`src/rtl/timer_pkg.sv`:
```
// ----------------------------------------------------------------------------
// timer_pkg
// Shared types and constants for the position-timer control stage.
//   state_t        : controller FSM states (IDLE, ARM, RUN, DONE)
//   DEF_CNT_W      : default width of the limit / count path
//   DEF_EVT_W      : default width of the event counter
//   MODE_ONESHOT   : stop in DONE after the first event
//   MODE_PERIODIC  : re-arm the counter after every event
// ----------------------------------------------------------------------------
package timer_pkg;

    localparam int DEF_CNT_W = 32;
    localparam int DEF_EVT_W = 16;

    localparam logic MODE_ONESHOT  = 1'b0;
    localparam logic MODE_PERIODIC = 1'b1;

    typedef enum logic [1:0] {
        ST_IDLE = 2'd0,
        ST_ARM  = 2'd1,
        ST_RUN  = 2'd2,
        ST_DONE = 2'd3
    } state_t;

    // While the counter is held in reset the edge history is meaningless, so
    // it is cleared in these states; a level that is already high when RUN is
    // entered then counts as a fresh edge.
    function automatic logic edge_hist_clear(input state_t st);
        logic clr;
        case (st)
            ST_IDLE: clr = 1'b1;
            ST_ARM:  clr = 1'b1;
            ST_RUN:  clr = 1'b0;
            ST_DONE: clr = 1'b0;
            default: clr = 1'b1;
        endcase
        return clr;
    endfunction

endpackage

```
`src/rtl/timer_irq_ctrl_rise_detect.sv`:
```
// ----------------------------------------------------------------------------
// rise_detect
// Registered rising-edge detector with synchronous clear.
//   clk  : system clock
//   rst  : synchronous active-high reset (history -> 0)
//   clr  : synchronous clear of the history register
//   din  : level input
//   rise : din is high now and was low (or cleared) on the previous cycle
// ----------------------------------------------------------------------------
module rise_detect (
    input  logic clk,
    input  logic rst,
    input  logic clr,
    input  logic din,
    output logic rise
);

    logic din_q_r;

    // Previous-cycle copy of din, forced low while clr is asserted.
    always_ff @(posedge clk) begin
        if (rst) begin
            din_q_r <= 1'b0;
        end else if (clr) begin
            din_q_r <= 1'b0;
        end else begin
            din_q_r <= din;
        end
    end

    assign rise = din & ~din_q_r;

endmodule

```
`src/rtl/timer_irq_ctrl.sv`:
```
// ----------------------------------------------------------------------------
// timer_irq_ctrl
// Runs the upstream counter/comparator pair in one-shot or periodic mode and
// converts comparator events into a sticky, acknowledgeable interrupt.
//   clk, rst      : clock, synchronous active-high reset
//   cfg_en        : run request (level)
//   cfg_periodic  : 1 = restart after each event, 0 = one-shot
//   cfg_limit     : terminal count, latched on start
//   int_0         : comparator level, event on its rising edge in RUN
//   irq_ack       : single-cycle interrupt acknowledge
//   cnt_en/cnt_rst: counter enable / reset
//   intr_en       : comparator enable
//   limit         : latched terminal count for the comparator
//   irq           : pending interrupt (sticky until acked)
//   overrun       : event arrived while irq was already pending (sticky)
//   event_cnt     : saturating count of events since the last start
//   cfg_err       : start rejected because cfg_limit was zero
// All outputs are registered.
// ----------------------------------------------------------------------------
module timer_irq_ctrl
    import timer_pkg::*;
#(
    parameter int CNT_W = DEF_CNT_W,
    parameter int EVT_W = DEF_EVT_W
) (
    input  logic             clk,
    input  logic             rst,
    input  logic             cfg_en,
    input  logic             cfg_periodic,
    input  logic [CNT_W-1:0] cfg_limit,
    input  logic             int_0,
    input  logic             irq_ack,
    output logic             cnt_en,
    output logic             cnt_rst,
    output logic             intr_en,
    output logic [CNT_W-1:0] limit,
    output logic             irq,
    output logic             overrun,
    output logic [EVT_W-1:0] event_cnt,
    output logic             cfg_err
);

    localparam logic [EVT_W-1:0] EVT_MAX = {EVT_W{1'b1}};
    localparam logic [EVT_W-1:0] EVT_ONE = {{(EVT_W-1){1'b0}}, 1'b1};
    localparam logic [CNT_W-1:0] LIM_ZERO = {CNT_W{1'b0}};

    state_t state_r;
    state_t state_nxt_s;
    logic   mode_r;

    logic   rise_s;
    logic   event_s;
    logic   start_ok_s;
    logic   start_bad_s;
    logic   cnt_en_nxt_s;
    logic   cnt_rst_nxt_s;

    rise_detect u_int0_rise (
        .clk  (clk),
        .rst  (rst),
        .clr  (edge_hist_clear(state_r)),
        .din  (int_0),
        .rise (rise_s)
    );

    assign event_s     = rise_s & (state_r == ST_RUN);
    assign start_ok_s  = (state_r == ST_IDLE) & cfg_en & (cfg_limit != LIM_ZERO);
    assign start_bad_s = (state_r == ST_IDLE) & cfg_en & (cfg_limit == LIM_ZERO);

    // Next-state selection; dropping cfg_en wins over an event in the same cycle.
    always_comb begin
        state_nxt_s = state_r;
        case (state_r)
            ST_IDLE: begin
                if (start_ok_s) begin
                    state_nxt_s = ST_ARM;
                end else begin
                    state_nxt_s = ST_IDLE;
                end
            end
            ST_ARM: begin
                if (!cfg_en) begin
                    state_nxt_s = ST_IDLE;
                end else begin
                    state_nxt_s = ST_RUN;
                end
            end
            ST_RUN: begin
                if (!cfg_en) begin
                    state_nxt_s = ST_IDLE;
                end else if (event_s) begin
                    if (mode_r == MODE_PERIODIC) begin
                        state_nxt_s = ST_ARM;
                    end else begin
                        state_nxt_s = ST_DONE;
                    end
                end else begin
                    state_nxt_s = ST_RUN;
                end
            end
            ST_DONE: begin
                if (!cfg_en) begin
                    state_nxt_s = ST_IDLE;
                end else begin
                    state_nxt_s = ST_DONE;
                end
            end
            default: state_nxt_s = ST_IDLE;
        endcase
    end

    // Counter control decoded from the upcoming state so it can be registered
    // and still line up with the state it belongs to.
    always_comb begin
        cnt_en_nxt_s  = 1'b0;
        cnt_rst_nxt_s = 1'b1;
        case (state_nxt_s)
            ST_IDLE: begin
                cnt_en_nxt_s  = 1'b0;
                cnt_rst_nxt_s = 1'b1;
            end
            ST_ARM: begin
                cnt_en_nxt_s  = 1'b0;
                cnt_rst_nxt_s = 1'b1;
            end
            ST_RUN: begin
                cnt_en_nxt_s  = 1'b1;
                cnt_rst_nxt_s = 1'b0;
            end
            ST_DONE: begin
                cnt_en_nxt_s  = 1'b0;
                cnt_rst_nxt_s = 1'b0;
            end
            default: begin
                cnt_en_nxt_s  = 1'b0;
                cnt_rst_nxt_s = 1'b1;
            end
        endcase
    end

    // State register and registered counter/comparator controls.
    always_ff @(posedge clk) begin
        if (rst) begin
            state_r <= ST_IDLE;
            cnt_en  <= 1'b0;
            cnt_rst <= 1'b1;
            intr_en <= 1'b0;
        end else begin
            state_r <= state_nxt_s;
            cnt_en  <= cnt_en_nxt_s;
            cnt_rst <= cnt_rst_nxt_s;
            intr_en <= cnt_en_nxt_s;
        end
    end

    // Configuration captured on an accepted start.
    always_ff @(posedge clk) begin
        if (rst) begin
            limit  <= LIM_ZERO;
            mode_r <= MODE_ONESHOT;
        end else if (start_ok_s) begin
            limit  <= cfg_limit;
            mode_r <= cfg_periodic;
        end else begin
            limit  <= limit;
            mode_r <= mode_r;
        end
    end

    // Configuration error flag: set on a zero-limit start, cleared by a good one.
    always_ff @(posedge clk) begin
        if (rst) begin
            cfg_err <= 1'b0;
        end else if (start_bad_s) begin
            cfg_err <= 1'b1;
        end else if (start_ok_s) begin
            cfg_err <= 1'b0;
        end else begin
            cfg_err <= cfg_err;
        end
    end

    // Pending interrupt: an event wins over a simultaneous acknowledge.
    always_ff @(posedge clk) begin
        if (rst) begin
            irq <= 1'b0;
        end else if (event_s) begin
            irq <= 1'b1;
        end else if (irq_ack) begin
            irq <= 1'b0;
        end else begin
            irq <= irq;
        end
    end

    // Overrun: an event lands on an interrupt that is still pending and is
    // not being acknowledged in the same cycle.
    always_ff @(posedge clk) begin
        if (rst) begin
            overrun <= 1'b0;
        end else if (start_ok_s) begin
            overrun <= 1'b0;
        end else if (event_s && irq && !irq_ack) begin
            overrun <= 1'b1;
        end else begin
            overrun <= overrun;
        end
    end

    // Saturating event counter, cleared by an accepted start.
    always_ff @(posedge clk) begin
        if (rst) begin
            event_cnt <= {EVT_W{1'b0}};
        end else if (start_ok_s) begin
            event_cnt <= {EVT_W{1'b0}};
        end else if (event_s && (event_cnt != EVT_MAX)) begin
            event_cnt <= event_cnt + EVT_ONE;
        end else begin
            event_cnt <= event_cnt;
        end
    end

endmodule
```
`config.mk`:
```
export PLATFORM = sky130hd
export DESIGN_NAME = timer_irq_ctrl
export DESIGN_NICKNAME = d
export VERILOG_FILES = /design/src/rtl/timer_pkg.sv /design/src/rtl/timer_irq_ctrl_rise_detect.sv /design/src/rtl/timer_irq_ctrl.sv
export SDC_FILE = /design/constraint.sdc
export NUM_CORES = 1
export LEC_CHECK = 0
export ABC_AREA = 1
export ABC_CLOCK_PERIOD_IN_PS = 4400
export CAP_MARGIN = 20
export CORE_UTILIZATION = 50
export DETAILED_ROUTE_END_ITERATION = 10
export PLACE_DENSITY = 0.95
export SYNTH_ARGS = -nofsm -noshare
export SYNTH_HDL_FRONTEND = slang
export SYNTH_SLANG_ARGS = --single-unit
```
`constraint.sdc`:
```
create_clock -name clk -period 4.4 [get_ports clk]
set_clock_uncertainty 0.15 [all_clocks]
set_input_delay 1.32 -clock clk [delete_from_list [all_inputs] [get_ports clk]]
set_output_delay 1.32 -clock clk [all_outputs]
set_load 0.1 [all_outputs]
```
==> results.tsv <==
metric	value	unit
switching share of power	34.8	%
Synth Instances	458	
CTS max path bufs	2	
outcome	finished, final reports clean	
clock sinks	57	
required time of the critical path	2.93	ns
Setup-failing EPs final	0	
CTS Buf Count	9	
CP cell instances	clkdlybuf4s50_1	
PortBufs	91	
RSZ-0062 raised after global routing	no	
max incr delay on CP	1.18	ns
number of flops mapped to enable cells by yosys	0	
Initial DRC Count	234	
Slowest-stage cell, CP	clkdlybuf4s50_1	
drt pass-1 iters	4	
Final Max Tran Viols	0	
Worst VDD drop	0.000329	V
GRT Total Usage	25.4	%
DP Wirelength	5220	µm
Clock power frac	34.0	%
critical path fanouts, max	6	
Post-Syn Area per Cell	6.21	µm²
Yosys warnings	0	
Post-CTS Setup Repair Bufs	0	
Reg area	1140	µm²
Clk pin slew, worst setup/hold paths	0.07	ns
TritonCTS clock tree	yes	
P per Cell Area	362	nW/µm²
Buf+Inv Stages, Crit Path	1	
logic gate share of total power	26.9	%
Leak Pwr	1.77	nW
drc violations	0	
worst setup path category	register to primary output	
Flop pwr share	39.1	%
flops & latches, synth	57	
Hold Vio Cnt, Final	0	
num ports	92	
Root Driver	clkbuf_8	
worst-margin pin slew	1.03	ns
pin count of the biggest net entering global routing	36	
asr flop ratio synth	0	%
number of global-route vias before repair	2992	
vias per cell	4.83	
Tcrit/Tclk final	77.7	%
# fillers	421	
initial antenna violation count	0	
H-tree levels	3	
CP endpoint kind	primary output	
Clock Latency Late Sink	0.33	ns
min cycle time layout	3.42	ns
Final #Nets	586	
commonest non-fill, non-tap cells in the layout	122 x nor2_1, 111 x nand2_1, 91 x clkdlybuf4s50_1	
Initial Util	51.6	%
FMAX	0.292	GHz
wire length per cell	11.4	µm
most common cell after layout, fill and taps aside	nor2_1	
net switching power	500	µW
Hold Slack	0.327	ns
die area	5990	µm²
Post-Syn Nets	497	
mapped cell area	2840	µm²
ant diodes	0	
via count	3009	
multi-input logic area	1350	µm²
Hold-fix buffers, CTS	0	
sequential area share after synthesis	40.1	%
layout cells sized above 1	5.63	%
max cap viols	0	
Antenna Violating Nets Remaining	0	
Synth cell types	28	
Layout area overhead	39.8	%
first-pass GRT wire length	12200	µm
total core area	5510	µm²
Worst Hold Class	register to register	
gr ovfl total	0	
Rows	27	
die width	77.4	µm
CP top delay family	buffers and inverters	
post-cts resize count	0	
Most used DFF post-synth	dfxtp_1	
TNS Setup	0	ns
drt total wl	7090	µm
GPL Wtd Cong	0.820	
Slew HR	31.0	%
Worst Setup Start Kind	register	
die height	77.4	µm
Critical Path AT	1.95	ns
Internal	938	µW
==> layer usage <==
metal  part of all wire [%]  wire, µm  global-route usage [%]
met5                      0         0                       0
met4                    1.6       116                    11.1
met3                    8.1       577                    8.12
met2                     50      3550                    46.4
met1                     40      2840                    26.4
==> logic make-up after synthesis <==
kind of cell | after synthesis | synth area share [%]
simple gates | 293 | 42.0
buf+inv | 86 | 12.4
flops | 57 | 40.1
compound gates | 17 | 3.78
xor+xnor | 4 | 1.23
fa+ha+maj | 1 | 0.440
==> power by group through the flow <==
stage               sequential, mW  combinational [mW]  clock, mW
floorplan                    0.766              0.0857          0
global placement             0.573               0.382          0
detailed placement           0.573               0.387          0
CTS                          0.562               0.388      0.495
global route                 0.565               0.409      0.520
finish                       0.562               0.387      0.488
==> flip-flops by register name (all words and copies together) (netlist names) <==
signal               flops
state_r                  2
cfg_err                  1
limit                   32
irq                      1
intr_en                  1
u_int0_rise.din_q_r      1
mode_r                   1
event_cnt               16
overrun                  1
cnt_rst                  1
==> final cells by class <==
| cell class | count | area share, % |
|---|---|---|
| flip-flops and latches | 57 | 28.7 |
| inverters | 70 | 6.61 |
| clock inverters | 3 | 1.01 |
| repair buffers | 94 | 23.5 |
| clock buffers | 12 | 3.90 |
| multi-input cells | 315 | 34.0 |
| well taps | 72 | 2.27 |
==> synthesized netlist by cell type (3+ instances only) <==
master    instances  area share, %
buf_2             6            1.1
clkbuf_1          6           0.79
dfxtp_1          57             40
inv_1            68            9.0
nand2_1         111             15
nand3_1          45            7.9
nand4_1           3           0.66
nor2_1          123             16
nor2_2            6            1.3
o21ai_0           5           0.88
o21ai_1           3           0.53
xor2_1            3           0.92
==> through the flow <==
step / std cells / util [%] / power (mW) / cell area [µm²] / setup WS, ns
4_1_cts: 623 / 72.2 / 1.45 / 3980 / 0.975
6_report: 623 / 72.2 / 1.44 / 3980 / 0.979
3_3_place_gp: 608 / 68.6 / 0.954 / 3780 / 1.11
3_5_place_dp: 608 / 68.6 / 0.960 / 3780 / 1.03
2_1_floorplan: 458 / - / 0.852 / 2840 / 1.57
5_1_grt: 623 / 72.2 / 1.49 / 3980 / 0.920
==> final timing paths <==
check | slack, ns | end | depth (start not counted) | startpoint
max | 0.98 | event_cnt[2] | 1 | event_cnt[2]$_SDFFE_PP0P_
min | 0.33 | u_int0_rise.din_q_r$_SDFF_PP0_ | 2 | state_r[1]$_SDFF_PP0_
max reg2reg | 2.26 | event_cnt[11]$_SDFFE_PP0P_ | 10 | event_cnt[0]$_SDFFE_PP0P_
min reg2reg | 0.33 | u_int0_rise.din_q_r$_SDFF_PP0_ | 2 | state_r[1]$_SDFF_PP0_
No activity file was read; power rests on OpenSTA's default activity.
